$ cat src/rtl/video_timing_pkg.sv
// video_timing_pkg: shared counter width, bar colours and pattern encodings
package video_timing_pkg;
  localparam int CNT_W = 12;
  localparam logic [23:0] C_WHITE   = 24'hFFFFFF;
  localparam logic [23:0] C_YELLOW  = 24'hFFFF00;
  localparam logic [23:0] C_CYAN    = 24'h00FFFF;
  localparam logic [23:0] C_GREEN   = 24'h00FF00;
  localparam logic [23:0] C_MAGENTA = 24'hFF00FF;
  localparam logic [23:0] C_RED     = 24'hFF0000;
  localparam logic [23:0] C_BLUE    = 24'h0000FF;
  localparam logic [23:0] C_BLACK   = 24'h000000;
  localparam logic [23:0] C_GREY    = 24'h808080;
  localparam logic [7:0][23:0] BAR_COLOURS = {C_BLACK, C_BLUE, C_RED, C_MAGENTA,
                                              C_GREEN, C_CYAN, C_YELLOW, C_WHITE};
  typedef enum logic [1:0] {
    PAT_BARS = 2'b00,
    PAT_GRAD = 2'b01,
    PAT_GRID = 2'b10,
    PAT_GREY = 2'b11
  } pat_sel_e;
endpackage

$ cat src/rtl/video_timing_gen_pattern.sv
// pattern_gen: combinational test-pattern colour for the current raster position
module pattern_gen
  import video_timing_pkg::*;
(
  input  pat_sel_e    pat_sel,
  input  logic [7:0]  hcnt,
  input  logic [7:0]  vcnt,
  input  logic [2:0]  bar_idx,
  output logic [23:0] rgb
);
  logic grid_on;
  assign grid_on = (hcnt[4:0] == 5'd0) || (vcnt[4:0] == 5'd0);
  assign rgb = pat_sel == PAT_BARS ? BAR_COLOURS[bar_idx] :
               pat_sel == PAT_GRAD ? {hcnt, vcnt, hcnt ^ vcnt} :
               pat_sel == PAT_GRID ? (grid_on ? C_WHITE : C_BLACK) :
               C_GREY;
endmodule

$ cat src/rtl/video_timing_gen.sv
// video_timing_gen: raster counters, sync/DE decode and registered pattern output
module video_timing_gen
  import video_timing_pkg::*;
#(
  parameter int H_ACTIVE = 1280,
  parameter int H_FP     = 110,
  parameter int H_SYNC   = 40,
  parameter int H_BP     = 220,
  parameter int V_ACTIVE = 720,
  parameter int V_FP     = 5,
  parameter int V_SYNC   = 5,
  parameter int V_BP     = 20,
  parameter bit H_POL    = 1'b1,
  parameter bit V_POL    = 1'b1
)(
  input  logic       Clk,
  input  logic       RstB,
  input  logic       Enable,
  input  logic [1:0] PatSel,
  output logic       DE,
  output logic       HSync,
  output logic       VSync,
  output logic [7:0] Red,
  output logic [7:0] Green,
  output logic [7:0] Blue,
  output logic       FrameStart
);
  localparam logic [CNT_W-1:0] H_ACT   = CNT_W'(H_ACTIVE);
  localparam logic [CNT_W-1:0] H_SS    = CNT_W'(H_ACTIVE + H_FP);
  localparam logic [CNT_W-1:0] H_SE    = CNT_W'(H_ACTIVE + H_FP + H_SYNC);
  localparam logic [CNT_W-1:0] H_END   = CNT_W'(H_ACTIVE + H_FP + H_SYNC + H_BP - 1);
  localparam logic [CNT_W-1:0] V_ACT   = CNT_W'(V_ACTIVE);
  localparam logic [CNT_W-1:0] V_SS    = CNT_W'(V_ACTIVE + V_FP);
  localparam logic [CNT_W-1:0] V_SE    = CNT_W'(V_ACTIVE + V_FP + V_SYNC);
  localparam logic [CNT_W-1:0] V_END   = CNT_W'(V_ACTIVE + V_FP + V_SYNC + V_BP - 1);
  localparam logic [CNT_W-1:0] BAR_END = CNT_W'(H_ACTIVE / 8 - 1);

  logic [CNT_W-1:0] hcnt_q, hcnt_d, vcnt_q, vcnt_d, bar_cnt_q, bar_cnt_d;
  logic [2:0]       bar_idx_q, bar_idx_d;
  pat_sel_e         pat_q, pat_d;
  logic             de_q, de_d, hs_q, hs_d, vs_q, vs_d, fs_q, fs_d;
  logic [23:0]      rgb_q, rgb_d, pat_rgb;
  logic             h_wrap, v_wrap, bar_wrap;

  pattern_gen u_pattern (
    .pat_sel (pat_q),
    .hcnt    (hcnt_q[7:0]),
    .vcnt    (vcnt_q[7:0]),
    .bar_idx (bar_idx_q),
    .rgb     (pat_rgb)
  );

  // raster and bar counters; Enable low parks everything at the origin, PatSel latched at frame wrap
  always_comb begin
    h_wrap    = hcnt_q == H_END;
    v_wrap    = vcnt_q == V_END;
    bar_wrap  = bar_cnt_q == BAR_END;
    hcnt_d    = !Enable || h_wrap ? '0 : hcnt_q + 1'b1;
    vcnt_d    = !Enable ? '0 : h_wrap ? (v_wrap ? '0 : vcnt_q + 1'b1) : vcnt_q;
    bar_cnt_d = !Enable || h_wrap || bar_wrap ? '0 : bar_cnt_q + 1'b1;
    bar_idx_d = !Enable || h_wrap ? '0 : bar_wrap ? bar_idx_q + 1'b1 : bar_idx_q;
    pat_d     = Enable && h_wrap && v_wrap ? pat_sel_e'(PatSel) : pat_q;
  end

  // decode of the current position, registered below so every output shares one cycle of latency
  always_comb begin
    de_d  = Enable && hcnt_q < H_ACT && vcnt_q < V_ACT;
    fs_d  = Enable && hcnt_q == '0 && vcnt_q == '0;
    hs_d  = Enable && hcnt_q >= H_SS && hcnt_q < H_SE ? H_POL : !H_POL;
    vs_d  = Enable && vcnt_q >= V_SS && vcnt_q < V_SE ? V_POL : !V_POL;
    rgb_d = de_d ? pat_rgb : '0;
  end

  // state and output registers with asynchronous reset to the blank, sync-inactive state
  always_ff @(posedge Clk or negedge RstB) begin
    if (!RstB) begin
      hcnt_q    <= '0;
      vcnt_q    <= '0;
      bar_cnt_q <= '0;
      bar_idx_q <= '0;
      pat_q     <= PAT_BARS;
      de_q      <= 1'b0;
      fs_q      <= 1'b0;
      hs_q      <= !H_POL;
      vs_q      <= !V_POL;
      rgb_q     <= '0;
    end else begin
      hcnt_q    <= hcnt_d;
      vcnt_q    <= vcnt_d;
      bar_cnt_q <= bar_cnt_d;
      bar_idx_q <= bar_idx_d;
      pat_q     <= pat_d;
      de_q      <= de_d;
      fs_q      <= fs_d;
      hs_q      <= hs_d;
      vs_q      <= vs_d;
      rgb_q     <= rgb_d;
    end
  end

  assign DE         = de_q;
  assign FrameStart = fs_q;
  assign HSync      = hs_q;
  assign VSync      = vs_q;
  assign {Red, Green, Blue} = rgb_q;
endmodule

$ cat config.mk
export PLATFORM = sky130hd
export DESIGN_NAME = video_timing_gen
export DESIGN_NICKNAME = d
export VERILOG_FILES = /design/src/rtl/video_timing_pkg.sv /design/src/rtl/video_timing_gen_pattern.sv /design/src/rtl/video_timing_gen.sv
export SDC_FILE = /design/constraint.sdc
export NUM_CORES = 1
export LEC_CHECK = 0
export ABC_AREA = 1
export BUFFER_PORTS_ARGS = -buffer_cell sky130_fd_sc_hd__buf_2
export CAP_MARGIN = 20
export CORE_MARGIN = 3
export CORE_UTILIZATION = 60
export CTS_CLUSTER_SIZE = 12
export DETAILED_ROUTE_END_ITERATION = 10
export PLACE_DENSITY = 0.8
export REMOVE_ABC_BUFFERS = 1
export SYNTH_ARGS = -nofsm -noshare
export SYNTH_HDL_FRONTEND = slang
export SYNTH_SLANG_ARGS = --single-unit
$ cat constraint.sdc
create_clock -name Clk -period 2 [get_ports Clk]
set_input_delay 0.3 -clock Clk [delete_from_list [all_inputs] [get_ports Clk]]
set_output_delay 0.3 -clock Clk [all_outputs]
set_load 0.02 [all_outputs]
Word level (Yosys, flattened, before mapping)
Memory sizes are Yosys's and may differ from the RTL's.
Cells that the tools add are included.
{"block": "totals", "ff_bits": 69, "rom_bits": 192, "output_inout_bits": 28, "word_cells": 64, "memories": 1}
{"memory": "(no name shown)", "depth": 8, "width": 24, "read_ports": 1, "rd_clocked_by_memory_dff": 0, "write_ports": 0, "line_no": "video_timing_gen_pattern.sv:13", "rtl": "assign rgb = pat_sel == PAT_BARS ? BAR_COLOURS[bar_idx] :"}
{"block": "classes", "add_sub_neg": 4, "n_lt_le_gt_ge": 7, "eq_ne": 6, "mux": 15, "bitwise": 1, "n_reduce_logical": 20}
{"op": "24-bit two-way mux", "count": 6}
{"op": "12-bit two-way mux", "count": 5}
{"op": "12-bit by 1-bit adder with 12-bit output, second input constant", "count": 3}
{"op": "12-bit zero test", "count": 2}
{"op": "12-bit by 10-bit less-than comparator with 1-bit output, second input constant", "count": 2}
{"op": "12-bit by 11-bit less-than comparator with 1-bit output, second input constant", "count": 2}
{"op": "12-bit by 10-bit == test with 1-bit output, second input constant", "count": 1}
{"op": "12-bit by 11-bit == test with 1-bit output, second input constant", "count": 1}
{"op": "12-bit by 8-bit == test with 1-bit output, second input constant", "count": 1}
{"op": "12-bit by 10-bit greater-or-equal comparator with 1-bit output, second input constant", "count": 1}
{"op": "12-bit by 11-bit greater-or-equal comparator with 1-bit output, second input constant", "count": 1}
{"op": "1-bit logical AND", "count": 10}
{"op": "5-bit zero test", "count": 2}
{"op": "8-bit XOR", "count": 1}
{"op": "3-bit two-way mux", "count": 2}
{"op": "3-bit by 4-bit less-than comparator with 1-bit output, second input constant", "count": 1}
{"op": "3-bit by 1-bit adder with 3-bit output, second input constant", "count": 1}
{"op": "1-bit logical OR", "count": 3}
{"op": "2-bit by 1-bit == test with 1-bit output, second input constant", "count": 1}
{"op": "2-bit == test, second input constant", "count": 1}
{"op": "2-bit zero test", "count": 1}
{"op": "1-bit two-way mux", "count": 2}
{"op": "2-bit by 1-bit inequality test with 1-bit output, second input constant", "count": 1}
{"op": "2-bit nonzero test", "count": 1}
{"op": "1-bit zero test", "count": 1}

Logic depth before layout (Yosys ltp)
{"block": "depth", "depth_word": 7, "ltp_mapped": 10, "ltp_nobuf": 9}

Modules after synthesis
A second synthesis with hierarchy kept.
{"block": "hier_totals", "hier_cells": 532, "hier_area_um2": 3981.3}
{"module": "video_timing_gen", "n_inst": 1, "cells_per_inst": 438, "area_each_um2": 3553.4}
{"module": "pattern_gen", "n_inst": 1, "cells_per_inst": 94, "area_each_um2": 427.9}

Worst setup path before layout
Ideal clock, no wire load.
{"block": "synth_timing", "kind": "register to register", "startpoint": "register hcnt_q[1]", "endpoint": "register bar_cnt_q[9]", "t_arrival_ns": 1.374, "required_ns": 1.881, "path_slack_ns": 0.508, "stages_incl_launch_ff": 11, "n_path_buf": 1, "period_less_slack_ns": 1.492, "cell_sequence": "dfrtp_1 inv_1 ha_1 nand2_1 nor2_1 nand3_2 nand2_4 inv_4 nand2_4 buf_12 nor2_2"}
{"block": "synth_between", "elab_chain_cells": 4}
{"item": "from (decl)", "line_no": "video_timing_gen.sv:38", "rtl": "logic [CNT_W-1:0] hcnt_q, hcnt_d, vcnt_q, vcnt_d, bar_cnt_q, bar_cnt_d;"}
{"item": "from (signal assigned)", "line_no": "video_timing_gen.sv:88", "rtl": "hcnt_q <= hcnt_d;"}
{"item": "12-bit by 11-bit == test with 1-bit output", "line_no": "video_timing_gen.sv:55", "rtl": "h_wrap = hcnt_q == H_END;"}
{"item": "1-bit logical OR (2 in a row)", "line_no": "video_timing_gen.sv:60", "rtl": "bar_cnt_d = !Enable || h_wrap || bar_wrap ? '0 : bar_cnt_q + 1'b1;"}
{"item": "12-bit two-way mux", "line_no": "video_timing_gen.sv:60"}
{"item": "net bar_cnt_d[9]", "line_no": "video_timing_gen.sv:38"}
{"item": "to (signal assigned)", "line_no": "video_timing_gen.sv:90", "rtl": "bar_cnt_q <= bar_cnt_d;"}
{"item": "to (decl)", "line_no": "video_timing_gen.sv:38"}
The timed path passes the listed nets, and every way through them passes these cells.
A chain may end at the register's enable or synchronous reset.

Worst setup path after layout
{"block": "layout_timing", "startpoint": "register hcnt_q[1]", "endpoint": "register vcnt_q[1]"}
{"block": "layout_between", "elab_chain_cells": 2}
{"item": "12-bit by 11-bit == test with 1-bit output", "line_no": "video_timing_gen.sv:55"}
{"item": "2-bit by 1-bit inequality test with 1-bit output (no line)"}
{"item": "to (signal assigned)", "line_no": "video_timing_gen.sv:89", "rtl": "vcnt_q <= vcnt_d;"}
{"item": "to (decl)", "line_no": "video_timing_gen.sv:38"}
Every way passes these cells.

==> impl_metrics.yaml <==
finish:
  final_common_cell: "nand2_1"
  nNetsFinal: 560
  drive_gt1_share_pct: 15.4
  antenna-diode-count: 0
  final_cell_mix: "126 x nand2_1, 97 x nor2_1, 69 x dfrtp_1"
  syn2layout_area_growth_pct: 11.5
clock_network:
  cts_tree: "yes"
  root_buffer: "clkbuf_8"
  htree_levels: 3
  cts_buffers: 9
  cts.sinks: 69
  cts_max_path_buffers: 2
  clk-insertion-delay-late_ns: 0.35
  path_clk_slew_ns: 0.08
setup_path:
  worst_setup_path_start_kind: "register"
  critical_path_class: "reg2reg"
  cp_common_cell: "nand2_1"
  worst-path-buf-inv: 1
  path_max_fanout: 11
  critPathCaptureType: "register"
  reg2reg_depth: 8
  slowest_delay_ns: 0.42
  cp.arrival_ns: 2.05
  cp.required_ns: 2.29
  cp_top_family: "simple AND/OR/NAND/NOR gates"
  cp_cell_sequence: "inv_1, ha_1, nand2_1, nor2_1, nand4_1, nor2_2, nand2_1, nand2_1"
  worst_path_max_delay_cell: "dfrtp_1"
  cp.depth: 8
synth:
  synth.avg_cell_area_um2: 7.53
  yosysWarnings: 0
  ys_seq_area_share_pct: 45.2
  synth-seq-cells: 69
  synth_cell_types: 32
  syn_area_um2: 3820
  syn-instance-count: 507
detailed_routing:
  ant_nets: 0
  drt_iter0_markers: 208
  viasPerCell: 5.37
  avgRoutedWirePerCell_um: 14.1
  drt_wl_total_mm: 8.81
  drc: 0
  firstDrtPassIters: 5
  dr_total_vias: 3361
sta:
  timing_hold_violations_final: 0
  finalSetupViolCount: 0
  slew_headroom_pct: 64.9
  fin_crit_sh_pct: 88.3
  rsz0062_at_grt: "no"
  setup-tns-final_ns: 0
  skew_ns: 0.00991
  worstMarginPinSlew_ns: 0.522
  fin_crit_ns: 1.77
  final_max_slew_viol_count: 0
  fmax_mhz: 566
global_route:
  use_met3_pct: 3.84
  overflow: 0
  grt_max_degree: 70
  top_usage_layer: "met2"
  grt_pass1_vias: 3140
  grt_pass1_wl_mm: 14.7
  antenna_found_initial: 0
  gr-usage-met1_pct: 31.1
  use_met2_pct: 44.4
  grt.total_usage_pct: 25.5
floorplanning:
  fp.dieH_um: 85.8
  coreArea_um2: 6030
  ios: 33
  fp-row-count: 28
  die_w_um: 85.8
  die_area_um2: 7360
  start_util_pct: 63.4
run:
  max_cap_viol_count: 0
placement:
  port_buffers: 32
  dp_hpwl_mm: 6.53
  gp_congestion: 0.938
power:
  sequentialPowerShare_pct: 51.0
  clock_power_share_pct: 42.0
  p_int_uw: 2110
  vdd_drop_max_v: 0.000545
  p_sw_share_pct: 25.7
  p_per_area_nw_per_um2: 666
  power_leakage_uw: 0.00205
  totalPowerFinal_uw: 2840
  p_sw_uw: 730
  pwr-share-comb_pct: 7.0
hold_path:
  min_path_cells: 3
  min_path_type: "in2reg"
run_status:
  status: "complete, no violations"
synthesized netlist by cell type:
| library cell | instances | area, um^2 |
|---|---|---|
| xnor2_1 | 1 | 8.76 |
| o21bai_1 | 2 | 15.0 |
| nand3_2 | 1 | 10.0 |
| inv_2 | 3 | 11.3 |
| a31oi_1 | 1 | 6.26 |
| nand2_4 | 2 | 22.5 |
| dfrtp_1 | 69 | 1730 |
| inv_4 | 1 | 6.26 |
| nor3_1 | 10 | 50.1 |
| nor2_1 | 98 | 368 |
| o21ai_0 | 8 | 40.0 |
| buf_6 | 4 | 45.0 |
| nand2_1 | 126 | 473 |
| xor2_1 | 10 | 87.6 |
| nor3b_1 | 2 | 15.0 |
| nor2_4 | 1 | 11.3 |
| nand3b_1 | 2 | 15.0 |
| buf_12 | 1 | 20.0 |
| and3_1 | 1 | 6.26 |
| nor4_1 | 2 | 12.5 |
| buf_2 | 4 | 20.0 |
| nor2_2 | 15 | 93.8 |
| clkbuf_1 | 2 | 7.51 |
| ha_1 | 9 | 113 |
| buf_4 | 3 | 22.5 |
| o211ai_1 | 1 | 7.51 |
| nand4_1 | 15 | 93.8 |
| a21oi_1 | 33 | 165 |
| nand3_1 | 26 | 130 |
| o21ai_2 | 1 | 8.76 |
| inv_1 | 50 | 188 |
| nand2_2 | 3 | 18.8 |
timing repair:
item	4_1_cts	5_1_grt
buffers inserted	0	0
gates resized for setup	0	1
endpoints found under the hold margin	69	0
hold buffers	1	0
endpoints found under the setup margin	0	11
power by group through the flow:
stage	clock network, uW	registers (uW)	logic, uW
6_report	1190	1450	198
5_1_grt	1260	1450	217
4_1_cts	1210	1450	200
3_5_place_dp	0	1470	198
3_3_place_gp	0	1470	194
2_1_floorplan	0	1510	68.7
stage by stage:
stage               hold WS, ns  instances  setup slack [ns]  instance area (um^2)  util, %
finish                    0.198        626             0.235                  4260     70.7
global route              0.209        626            0.0922                  4260     70.7
CTS                       0.190        626            0.0466                  4260     70.6
detailed placement        0.347        609            0.0726                  4040     67.0
global placement          0.346        609             0.141                  4040     67.0
floorplan               0.00441        493             0.444                  3700        -
state kept, by name, indices dropped and copies added, names as in the netlist:
name	cells
HSync	1
DE	1
vcnt_q	12
VSync	1
bar_cnt_q	12
rgb_q	24
hcnt_q	12
pat_q	2
FrameStart	1
bar_idx_q	3
worst register-to-register path: cells and delay by family (launching register included):
family,cells,cell delay [ns]
buf+inv,1,0.14
fa+ha+maj,1,0.20
simple gates,6,0.96
flops,1,0.42
cell families (layout without fill, tap and decap cells):
logic type / count (synthesis) / after routing / share of synthesized area [%]
buffers and inverters: 68 / 112 / 8.39
DFF: 69 / 69 / 45.2
xor gates and xnor gates: 11 / 11 / 2.52
AOI/OAI and AO/OA: 46 / 46 / 6.36
and+or+nand+nor: 304 / 304 / 34.6
adders and majority gates: 9 / 9 / 2.95
per-layer routing:
metal | wire [um] | part of all wire (%)
met5 | 0 | 0
met4 | 238 | 2.7
met3 | 358 | 4.1
met2 | 4390 | 50
met1 | 3830 | 43
worst paths after layout:
path / from / endpoint / slack, ns
worst max register to register: hcnt_q[1]$_DFF_PN0_ / vcnt_q[1]$_DFFE_PN0N_ / 0.23
max in group asynchronous: RstB / rgb_q[15]$_DFF_PN0_ / 1.20
worst min-delay path: PatSel[0] / pat_q[0]$_DFFE_PN0P_ / 0.20
worst max-delay path: hcnt_q[1]$_DFF_PN0_ / vcnt_q[1]$_DFFE_PN0N_ / 0.23
min in group asynchronous: RstB / VSync$_DFF_PN0_ / 0.50
worst min register to register: bar_cnt_q[0]$_DFF_PN0_ / bar_cnt_q[0]$_DFF_PN0_ / 0.48
layout make-up:
type	count	area (um^2)
multi-input combinational	370	1770
fill	485	1770
sequential	69	1730
timing repair buffer	42	250
inverter	54	205
clock buffer	10	138
tap	75	93.8
clock inverter	6	70.1
No activity file was read; power rests on OpenSTA's default activity.
